`src/rtl/cmd_packet_tx.sv`:
```
// -----------------------------------------------------------------------------
// cmd_packet_tx
// Host-side framer for the robot command link. On an accepted send it snapshots
// four motor bytes plus {dribbler,kick} and hands them one byte at a time to a
// UART transmitter. The byte order is HEADER, M1, M2, M3, M4, {dribbler,kick[6:0]},
// which matches what the robot-side control unit decodes.
//
// Build option:
//   PKT_CHECKSUM_EN  when defined, a seventh byte M1^M2^M3^M4^{dribbler,kick}
//                    (header excluded) is appended to every packet.
//
// Parameters:
//   HEADER       key byte sent first in every packet
//   GAP_CYCLES   idle clk cycles inserted after each byte completes (0 = back-to-back)
//
// Ports:
//   clk           in   system clock, rising edge
//   reset         in   asynchronous, active-low reset
//   send          in   one-cycle request to transmit a packet
//   motor1..4     in   motor command bytes, sampled on accepted send
//   kick          in   kick strength, sampled on accepted send
//   dribbler      in   dribbler enable, sampled on accepted send
//   tx_busy       in   UART TX busy, high while a byte is shifting out
//   tx_data       out  byte for UART TX, qualified by tx_start
//   tx_start      out  one-cycle load strobe to UART TX
//   busy          out  high from accepted send until packet done
//   done          out  one-cycle pulse after the last byte completes
//   send_dropped  out  one-cycle pulse when send arrives while a packet is in flight
// -----------------------------------------------------------------------------
module cmd_packet_tx #(
    parameter logic [7:0] HEADER     = 8'hFF,
    parameter int         GAP_CYCLES = 0
) (
    input  logic       clk,
    input  logic       reset,
    input  logic       send,
    input  logic [7:0] motor1,
    input  logic [7:0] motor2,
    input  logic [7:0] motor3,
    input  logic [7:0] motor4,
    input  logic [6:0] kick,
    input  logic       dribbler,
    input  logic       tx_busy,
    output logic [7:0] tx_data,
    output logic       tx_start,
    output logic       busy,
    output logic       done,
    output logic       send_dropped
);

    typedef enum logic [2:0] {
        S_IDLE,
        S_START,
        S_WAIT_ACK,
        S_WAIT_DONE,
        S_GAP,
        S_FINISH
    } state_t;

`ifdef PKT_CHECKSUM_EN
    localparam logic [2:0] LAST_IDX = 3'd6;
`else
    localparam logic [2:0] LAST_IDX = 3'd5;
`endif

    localparam int            GW       = (GAP_CYCLES < 2) ? 1 : $clog2(GAP_CYCLES);
    localparam logic [GW-1:0] GAP_LAST = GW'(GAP_CYCLES - 1);

    state_t          r_state;
    state_t          w_state_nxt;
    logic [2:0]      r_idx;
    logic [7:0]      r_m1;
    logic [7:0]      r_m2;
    logic [7:0]      r_m3;
    logic [7:0]      r_m4;
    logic [7:0]      r_kd;
    logic [7:0]      r_tx_data;
    logic            r_tx_start;
    logic [GW-1:0]   r_gap_cnt;

    logic            w_load;
    logic            w_fire;
    logic            w_idx_inc;
    logic            w_gap_clr;
    logic            w_gap_inc;
    logic [7:0]      w_byte;

    // Byte selected by the current index, taken from the snapshot only.
    always_comb begin
        w_byte = HEADER;
        case (r_idx)
            3'd0:    w_byte = HEADER;
            3'd1:    w_byte = r_m1;
            3'd2:    w_byte = r_m2;
            3'd3:    w_byte = r_m3;
            3'd4:    w_byte = r_m4;
            3'd5:    w_byte = r_kd;
`ifdef PKT_CHECKSUM_EN
            3'd6:    w_byte = r_m1 ^ r_m2 ^ r_m3 ^ r_m4 ^ r_kd;
`endif
            default: w_byte = HEADER;
        endcase
    end

    always_ff @(posedge clk or negedge reset) begin
        if (!reset) begin
            r_state <= S_IDLE;
        end else begin
            r_state <= w_state_nxt;
        end
    end

    // Next state plus the decoded status outputs. busy drops in FINISH so the
    // host sees it fall together with done, but a send there is still refused.
    always_comb begin
        w_state_nxt  = r_state;
        w_load       = 1'b0;
        w_fire       = 1'b0;
        w_idx_inc    = 1'b0;
        w_gap_clr    = 1'b0;
        w_gap_inc    = 1'b0;
        busy         = (r_state != S_IDLE) && (r_state != S_FINISH);
        done         = (r_state == S_FINISH);
        send_dropped = send && (r_state != S_IDLE);
        case (r_state)
            S_IDLE: begin
                if (send) begin
                    w_load      = 1'b1;
                    w_state_nxt = S_START;
                end
            end
            S_START: begin
                if (!tx_busy) begin
                    w_fire      = 1'b1;
                    w_state_nxt = S_WAIT_ACK;
                end
            end
            S_WAIT_ACK: begin
                if (tx_busy) begin
                    w_state_nxt = S_WAIT_DONE;
                end
            end
            S_WAIT_DONE: begin
                if (!tx_busy) begin
                    if (r_idx == LAST_IDX) begin
                        w_state_nxt = S_FINISH;
                    end else begin
                        w_idx_inc = 1'b1;
                        if (GAP_CYCLES > 0) begin
                            w_gap_clr   = 1'b1;
                            w_state_nxt = S_GAP;
                        end else begin
                            w_state_nxt = S_START;
                        end
                    end
                end
            end
            S_GAP: begin
                if (r_gap_cnt == GAP_LAST) begin
                    w_state_nxt = S_START;
                end else begin
                    w_gap_inc = 1'b1;
                end
            end
            S_FINISH: begin
                w_state_nxt = S_IDLE;
            end
            default: begin
                w_state_nxt = S_IDLE;
            end
        endcase
    end

    // Snapshot, byte index, gap counter and the registered TX strobe/data.
    // tx_start is registered so the first strobe lands two cycles after send.
    always_ff @(posedge clk or negedge reset) begin
        if (!reset) begin
            r_idx      <= 3'd0;
            r_m1       <= 8'h00;
            r_m2       <= 8'h00;
            r_m3       <= 8'h00;
            r_m4       <= 8'h00;
            r_kd       <= 8'h00;
            r_tx_data  <= 8'h00;
            r_tx_start <= 1'b0;
            r_gap_cnt  <= '0;
        end else begin
            r_tx_start <= w_fire;
            if (w_load) begin
                r_m1  <= motor1;
                r_m2  <= motor2;
                r_m3  <= motor3;
                r_m4  <= motor4;
                r_kd  <= {dribbler, kick};
                r_idx <= 3'd0;
            end else if (w_idx_inc) begin
                r_idx <= r_idx + 3'd1;
            end
            if (w_fire) begin
                r_tx_data <= w_byte;
            end
            if (w_gap_clr) begin
                r_gap_cnt <= '0;
            end else if (w_gap_inc) begin
                r_gap_cnt <= r_gap_cnt + 1'b1;
            end
        end
    end

    assign tx_data  = r_tx_data;
    assign tx_start = r_tx_start;

endmodule

```
`config.mk`:
```
export PLATFORM = sky130hd
export DESIGN_NAME = cmd_packet_tx
export DESIGN_NICKNAME = d
export VERILOG_FILES = /design/src/rtl/cmd_packet_tx.sv
export SDC_FILE = /design/constraint.sdc
export NUM_CORES = 1
export LEC_CHECK = 0
export ABC_AREA = 1
export BUFFER_PORTS_ARGS = -buffer_cell sky130_fd_sc_hd__buf_2
export CORE_ASPECT_RATIO = 1.75
export CORE_MARGIN = 4
export CORE_UTILIZATION = 49
export DETAILED_ROUTE_END_ITERATION = 8
export PLACE_DENSITY = 0.85
export SYNTH_ARGS = -nofsm -noshare
export SYNTH_HDL_FRONTEND = slang
export SYNTH_SLANG_ARGS = --single-unit
```
`constraint.sdc`:
```
create_clock -name clk -period 1.41 [get_ports clk]
set_input_delay 0.282 -clock clk [delete_from_list [all_inputs] [get_ports clk]]
set_output_delay 0.282 -clock clk [all_outputs]
set_load 0.05 [all_outputs]
```
# Word-level counts from Yosys, hierarchy flattened
# Cells that the tools add are included.
# totals
regBits,56
elab_cells,53
in_bits,44
# classes
addsub,2
reduce_logical,6
n_mux,19
eq_ne,16
# op_table
op,n
$pmux 8 s5,1
$mux 3,8
$pmux 3 s5,1
$eq 3x2->1 const B,4
$eq 3x3->1 const B,4
$ne 2x2->1 const B,5
$mux 1,9
$eq 3x1->1 const B,2
$reduce_and 5->1,1
$add 3x1->3 const B,1
$logic_not 3->1,1
$ne 3x3->1 const B,1
$reduce_bool 3->1,1
$logic_and 1x1->1,2
$reduce_bool 2->1,1
$add 1x1->1 const B,1

# Longest topological paths before layout
# Gate-level depths: netlist (run 1).
# depth
word_depth,6
depth_mapped,8
depth_no_buf,8

# Worst setup path before layout (run 1)
# Ideal clock, no wire load.
# synth_timing
path_type,register to output
from,reg r_state[1]
to,out busy
t_required_ns,1.128
slack_ns,-0.592
arrival_time_ns,1.720
path_stages_with_launch,5
path_buffers,0
cell_sequence,dfrtp_1 > inv_1 > nand2_1 > nor2_1 > nor2_1
# synth_via
elab_chain_len,2
word_cells_on_any_way,3
classes_between,eq/ne: 1; reduce/logical: 2
# synth_lines
element,line_no,rtl
"start, declared",69,state_t r_state;
"start signal, assigned",109,r_state <= w_state_nxt;
$ne 3x3->1 or $reduce_bool 3->1 (tied branches),122,busy = (r_state != S_IDLE) && (r_state != S_FINISH);
$logic_and 1x1->1 (*),122,
"end, declared",46,"output logic busy,"
# Mark *: on every way between the ends. The rest lies on a longest branch, timed or not.

# Worst setup path in the final report (run 1)
# layout_timing
from,reg r_idx[0]
to,reg r_tx_data[0] (netlist: tx_data[0])
# layout_via
elab_chain_len,2
word_cells_on_any_way,6
classes_between,eq/ne: 5; mux: 1
# layout_lines
element,line_no,rtl
"start, declared",71,logic [2:0] r_idx;
"start signal, assigned",197,r_idx <= r_idx + 3'd1;
$eq 3x3->1 (tied with other cells),91,case (r_idx)
$pmux 8 s5 (*),91,
"end signal, assigned",200,r_tx_data <= w_byte;
"end, declared",77,logic [7:0] r_tx_data;
# Marked as above.
# A chain may end at the register's enable or synchronous reset.

==> metrics.txt, run 1 <==
outcome=finished, violations left; failing checks=negative setup slack; highest-count cells in the layout ignoring fill and taps=nand2_1 (116), nand3_1 (78), buf_2 (52); CTS Buf Count=5; Die Y=106 um; Rel. slew slack=0.756; CTS clk-pin slew, worst paths=0.10 ns; Initial Util=0.511; drt pass-1 iters=5; clk root buf=clkbuf_8; largest net degree at the start of global routing=37; chip width=64.2 um; CTS sink cnt=56; Switching Fraction=0.436; synthesized net count=387; unrepaired setup endpoints after global routing=yes; Synth cell types=19; setup TNS=-4.62 ns; WL per Instance=roughly 18 um; met2 global-route usage=0.398; antenna cell count=0; Routed Antenna Nets=0; GRT busiest layer=met2; GR Util All Layers=0.221; Cell Count, Final, Fillers Out=499; worst setup margin=-0.213 ns; Synth area leaders=dfrtp_1 (52%), nand2_1 (17%), nand3_1 (15%); post-placement cell count=~460; routed wire length=8820 um; Setup Crit Path Kind=reg2reg; internal power=4.53 mW; num ports=between 50 and 60; critical path startpoint category=flip-flop; fraction of the cycle the final worst path needs=1.15; Comb pwr share=0.510; critical-path maximum fanout=8; Seq/Total Area, Yosys=0.517; slew of the pin with the lowest slew margin=about 0.37 ns; core footprint=0.00530 mm^2; CTS Buffer Depth=2; average size of a mapped cell=8.02 um^2; area leader, netlist=dfrtp_1; Final Skew=0.00857 ns; min-delay worst type=in2reg; starting DRC count in detailed routing=209; H-tree levels=2; met3 usage=0.0338; GP Congestion=0.894; Largest stage delay, worst path=approximately 0.45 ns; dpl hpwl=5050 um; CTS tree=yes; Max Slew Vio Count=0; initial antenna violation count=0; Pwr Total=8.03 mW; WP data arrival=around 1.9 ns; part of the power in registers=0.354; Layout Utilization=0.708; Highest Clock Rate=616 MHz; CP most frequent cell=ha_4; DR vias=2818; synth warn=0; Post-Syn Area=about 0.0027 mm^2; clock latency on the worst-skew pair=0.32 ns; Switch Pwr=3.50 mW; Critical-path top delay cell=dfrtp_2; synthesized flop and latch total=56; port bufs=55; DR vias/cell=5.65; Mapped Cells=338; pwr dens=2140 mW/mm^2; first-pass GRT wire length=around 12000 um; Layout Nets=roughly 470; Final setup viols=between 50 and 60; Clk pwr share=0.136; Max rail drop VDD=1340 uV; Synth top area share=0.517; CP cell instances=buf_6 -> ha_4 -> ha_4 -> nor2_2 -> nand3_1 -> nand2_2 -> inv_4 -> a21oi_1; Area Overhead vs Synth=38.5%; most common cell after layout, fill and taps aside=nand2_1; Congestion Overflow GR=0; Setup crit end kind=flip-flop; M1 GR Usage=0.235; fin crit period=between 1.5 and 2 ns; WHS=0.183 ns; layout cells sized above 1=0.362; Worst Path Required=1.65 ns; Post-route DRC=0; leakage power=just under 2 nW; number of max-cap violations=0; Rows=35; vias in the first global route=2523; die area=0.00683 mm^2; final hold vios=0
==> stage by stage <==
step,worst slack [ns],instance area [um^2]
floorplan,-0.0599,2730
global placement,-0.0401,3110
detailed placement,-0.0956,3110
CTS,-0.119,3390
global route,-0.247,3750
finish,-0.213,3750
==> routing by layer <==
layer / vias up / share of wire
met5: - / 0
met4: 0 / 0.058
met3: 54 / 0.067
met2: 160 / 0.55
met1: 1342 / 0.32
li1: 1262 / -
==> critical path, delay by kind of cell, from the launching register on <==
family | cells | cell delay (ns)
buffers and inverters | 2 | 0.22
DFF | 1 | 0.45
and+or+nand+nor | 3 | 0.36
AOI/OAI and AO/OA | 1 | 0.19
adders and majority gates | 2 | 0.33
==> power groups by stage <==
stage	clock network, mW	logic, mW	registers, mW
floorplan	0	1.79	2.97
global placement	0	2.62	2.77
detailed placement	0	2.74	2.79
CTS	1.10	3.09	2.76
global route	1.18	4.41	2.89
finish	1.09	4.09	2.85
==> sequential cells by signal, summed over array words and instances (netlist names) <==
register / count
r_kd: 8
r_gap_cnt: 1
tx_start: 1
r_m2: 8
r_m4: 8
r_idx: 3
tx_data: 8
r_state: 3
r_m3: 8
r_m1: 8
==> cell type report <==
class | instances | area, um^2
clock inverter | 3 | 46.3
timing repair buffer | 97 | 757
sequential | 56 | 1410
inverter | 14 | 58.8
fill | 368 | 1550
multi-input combinational | 250 | 1320
tap | 74 | 92.6
clock buffer | 5 | 68.8
==> logic make-up after synthesis <==
family / share of synthesized area
AND/OR/NAND/NOR: 0.371
buffers and inverters: 0.0665
adder cells (fa/ha/maj): 0.0231
flip-flops: 0.517
AO/OA/AOI/OAI: 0.0222
==> cell usage after synthesis <==
master	number
inv_2	3
nor2_4	2
a21oi_1	8
buf_4	6
clkinv_1	1
nand4_1	2
nand3_1	82
inv_1	10
buf_6	4
nand2_2	1
nand2_1	120
buf_2	3
nand2_4	1
nor2_1	22
o21ai_0	4
clkbuf_1	6
ha_1	5
nor3_1	2
dfrtp_1	56
==> worst paths after layout <==
check | start | to | slack [ns] | cells past startpoint
min reg2reg | r_gap_cnt$_DFFE_PN0P_ | r_gap_cnt$_DFFE_PN0P_ | 0.48 | 2
min in group asynchronous | reset | r_state[0]$_DFFE_PN0P_ | 0.40 | 2
min | motor2[6] | r_m2[6]$_DFFE_PN0P_ | 0.18 | 3
max reg2reg | r_idx[0]$_DFFE_PN0P_ | tx_data[0]$_DFFE_PN0P_ | -0.21 | 8
max in group asynchronous | reset | r_idx[2]$_DFFE_PN0P_ | 0.48 | 3
max | r_idx[0]$_DFFE_PN0P_ | tx_data[0]$_DFFE_PN0P_ | -0.21 | 8
==> repair_timing <==
action	in CTS	in global routing
gates cloned	0	5
pin swaps	2	20
gates resized for setup	19	53
hold buffers	1	0
hold endpoints to repair	12	0
setup endpoints to repair	20	52
setup buffers	10	11
No activity file was read; power rests on OpenSTA's default activity.
==> run 2: changes to the inputs <==
- SETUP_SLACK_MARGIN: default -> 0.3
==> run 2 against run 1 <==
  * The flow still finishes with violations (negative setup slack)
  * Combinational power grew 7.8%
  * Non-clock buffer count shrank 2
  * Worst setup slack gained 0.0073 ns
  * Register-to-register slack is essentially flat
  * Cell count shrank 0.20%
  * Sequential power is essentially flat
  * Critical path depth is the same
  * Maximum frequency grew 0.45%
  * Global-route usage grew 5.3 points
  * Largest cell class is now multi-input gates
==> metrics.txt, run 2 (synthesized netlist as in run 1, its figures left out) <==
CTS clk-pin slew, worst paths=0.09 ns (about the same); CTS tree=yes; reg2reg path depth=8 (unchanged); H-tree levels=2 (unchanged); GR Util All Layers=0.274 (+0.0531); routed wire length=9200 um (+4.3%); worst r2r src=r_state[0]$_DFFE_PN0P_; number of max-cap violations=0 (unchanged); starting DRC count in detailed routing=322 (+54%); met3 usage=0.0433 (+0.00951); Area Overhead vs Synth=40.9%; slew of the pin with the lowest slew margin=0.469 ns (+0.103 ns); Setup crit end kind=flip-flop; Highest Clock Rate=619 MHz (+0.45%); chip width=64.2 um (unchanged); Initial Util=0.511 (unchanged); DR vias=2897 (+2.8%); Layout Utilization=0.721 (+0.0123); Post-route DRC=0 (unchanged); vias in the first global route=2848 (+13%); dpl hpwl=5030 um (-0.36%); fin crit period=1.62 ns (-0.00725 ns); M1 GR Usage=0.288 (+0.0535); clk root buf=clkbuf_8; CTS sink cnt=56 (unchanged); Cells on Worst Hold Path=3 (unchanged); failing checks=negative setup slack; min-delay worst type=in2reg; Final setup viols=54 (unchanged); first-pass GRT wire length=14200 um (+22%); Rel. slew slack=0.687 (-0.0689); unrepaired setup endpoints after global routing=yes; Die Y=106 um (unchanged); Routed Antenna Nets=0 (unchanged); Cell Count, Final, Fillers Out=498 (-0.20%); Final Skew=0.00597 ns (-0.00260 ns); num ports=56 (unchanged); FF-to-FF setup slack=-0.21 ns (about the same); Layout Nets=473 (unchanged); drt pass-1 iters=6 (+1); WHS=0.196 ns (+0.0135 ns); pwr dens=2130 mW/mm^2 (-0.57%); port bufs=55 (unchanged); Pwr Total=8.13 mW (+1.2%); WP data arrival=1.78 ns (-0.08 ns); DR vias/cell=5.82 (+3.0%); leakage power=1.93 nW (-1.6%); Max Slew Vio Count=0 (unchanged); Worst Path Required=1.57 ns (-0.08 ns); Congestion Overflow GR=0 (unchanged); post-placement cell count=461 (-0.65%); most common cell after layout, fill and taps aside=nand2_1; fraction of the cycle the final worst path needs=1.15 (-0.00514); r2r endpoint=r_idx[2]$_DFFE_PN0P_; initial antenna violation count=0 (unchanged); CTS Buf Count=5 (unchanged); critical path startpoint category=flip-flop; CTS Buffer Depth=2 (unchanged); GP Congestion=0.898 (+0.50%); worst setup margin=-0.206 ns (+0.00725 ns); WL per Instance=18.5 um (+4.5%); Max rail drop VDD=1270 uV (-5.3%); clock latency on the worst-skew pair=0.31 ns (about the same); layout cells sized above 1=0.373 (+0.0103); die area=0.00683 mm^2 (unchanged); met2 global-route usage=0.484 (+0.0859); final hold vios=0 (unchanged); outcome=finished, violations left; core footprint=0.00530 mm^2 (unchanged); antenna cell count=0 (unchanged); FILL cells=378 (+2.7%); GRT busiest layer=met2; largest net degree at the start of global routing=57 (+54%); Rows=35 (unchanged); Setup Crit Path Kind=reg2reg; critical-path maximum fanout=11 (+3); Worst Min Path Start=motor4[0]; highest-count cells in the layout ignoring fill and taps=nand2_1 (108), nand3_1 (79), dfrtp_1 (54); WHS Endpoint=r_m4[0]$_DFFE_PN0P_
==> run 2: cell count changes in the layout (fill, tap and decap cells not counted), sizes merged <==
cell / before / now
clkbuf: 8 / 6
nand2: 123 / 125
buf: 93 / 94
bufinv: 1 / 0
inv: 14 / 13
==> run 2: layout make-up <==
type	instances	area, um^2	area share
multi-input cells	252	1430	0.375
repair buffers	95	743	0.195
well taps	74	92.6	0.0242
clock inverters	1	5.00	0.00131
flip-flops and latches	56	1400	0.368
clock buffers	6	72.6	0.0190
inverters	14	68.8	0.0180
==> run 2: metrics by stage <==
step                      setup TNS, ns  setup WS (ns)  area [um^2]
final                             -2.86         -0.206         3820
after global routing              -6.21         -0.249         3820
after CTS                        -0.966         -0.135         3670
after detailed placement          -4.38         -0.156         3100
after global placement            -1.51         -0.105         3100
after floorplan                       0         0.0898         2770
==> run 2: worst max-delay path, stage by stage (launching register included) <==
cell and delay, ns:
dfrtp_1 0.42, inv_2 0.10, nand2_4 0.06, nor2_4 0.17, buf_4 0.17, buf_12 0.16, nand2_8 0.11, nand3_2 0.13
o21ai_0 0.14
==> run 2: metal layers <==
metal | wire length (um) | vias up
li1 | - | 1266
met1 | 2820 | 1339
met2 | 4920 | 224
met3 | 728 | 68
met4 | 726 | 0
met5 | 0 | -
==> run 2: how the worst max path moves through the flow <==
stage	startpoint	to	slack, ns	cells past startpoint
after detailed placement	r_idx[0]$_DFFE_PN0P_	tx_data[0]$_DFFE_PN0P_	-0.16	8
final	r_state[0]$_DFFE_PN0P_	r_idx[2]$_DFFE_PN0P_	-0.21	8
after global placement	r_state[1]$_DFFE_PN0P_	r_idx[1]$_DFFE_PN0P_	-0.11	6
after floorplan	r_state[0]$_DFFE_PN0P_	busy	0.09	5
after global routing	r_state[0]$_DFFE_PN0P_	r_idx[2]$_DFFE_PN0P_	-0.25	8
after CTS	r_state[1]$_DFFE_PN0P_	busy	-0.13	5
==> run 2: report_power, final <==
group	leakage (nW)	switching (mW)	internal (mW)
registers	0.679	0.581	2.30
clock network	0.0410	0.498	0.339
logic	1.21	2.60	1.81
==> run 2: repair_timing <==
action | 4_1_cts | 5_1_grt
hold buffers | 1 | 0
hold endpoints to repair | 56 | 0
setup endpoints to repair | 66 | 67
setup buffers | 21 | 5
pin swaps | 19 | 20
cloned | 3 | 0
gates resized for setup | 73 | 31
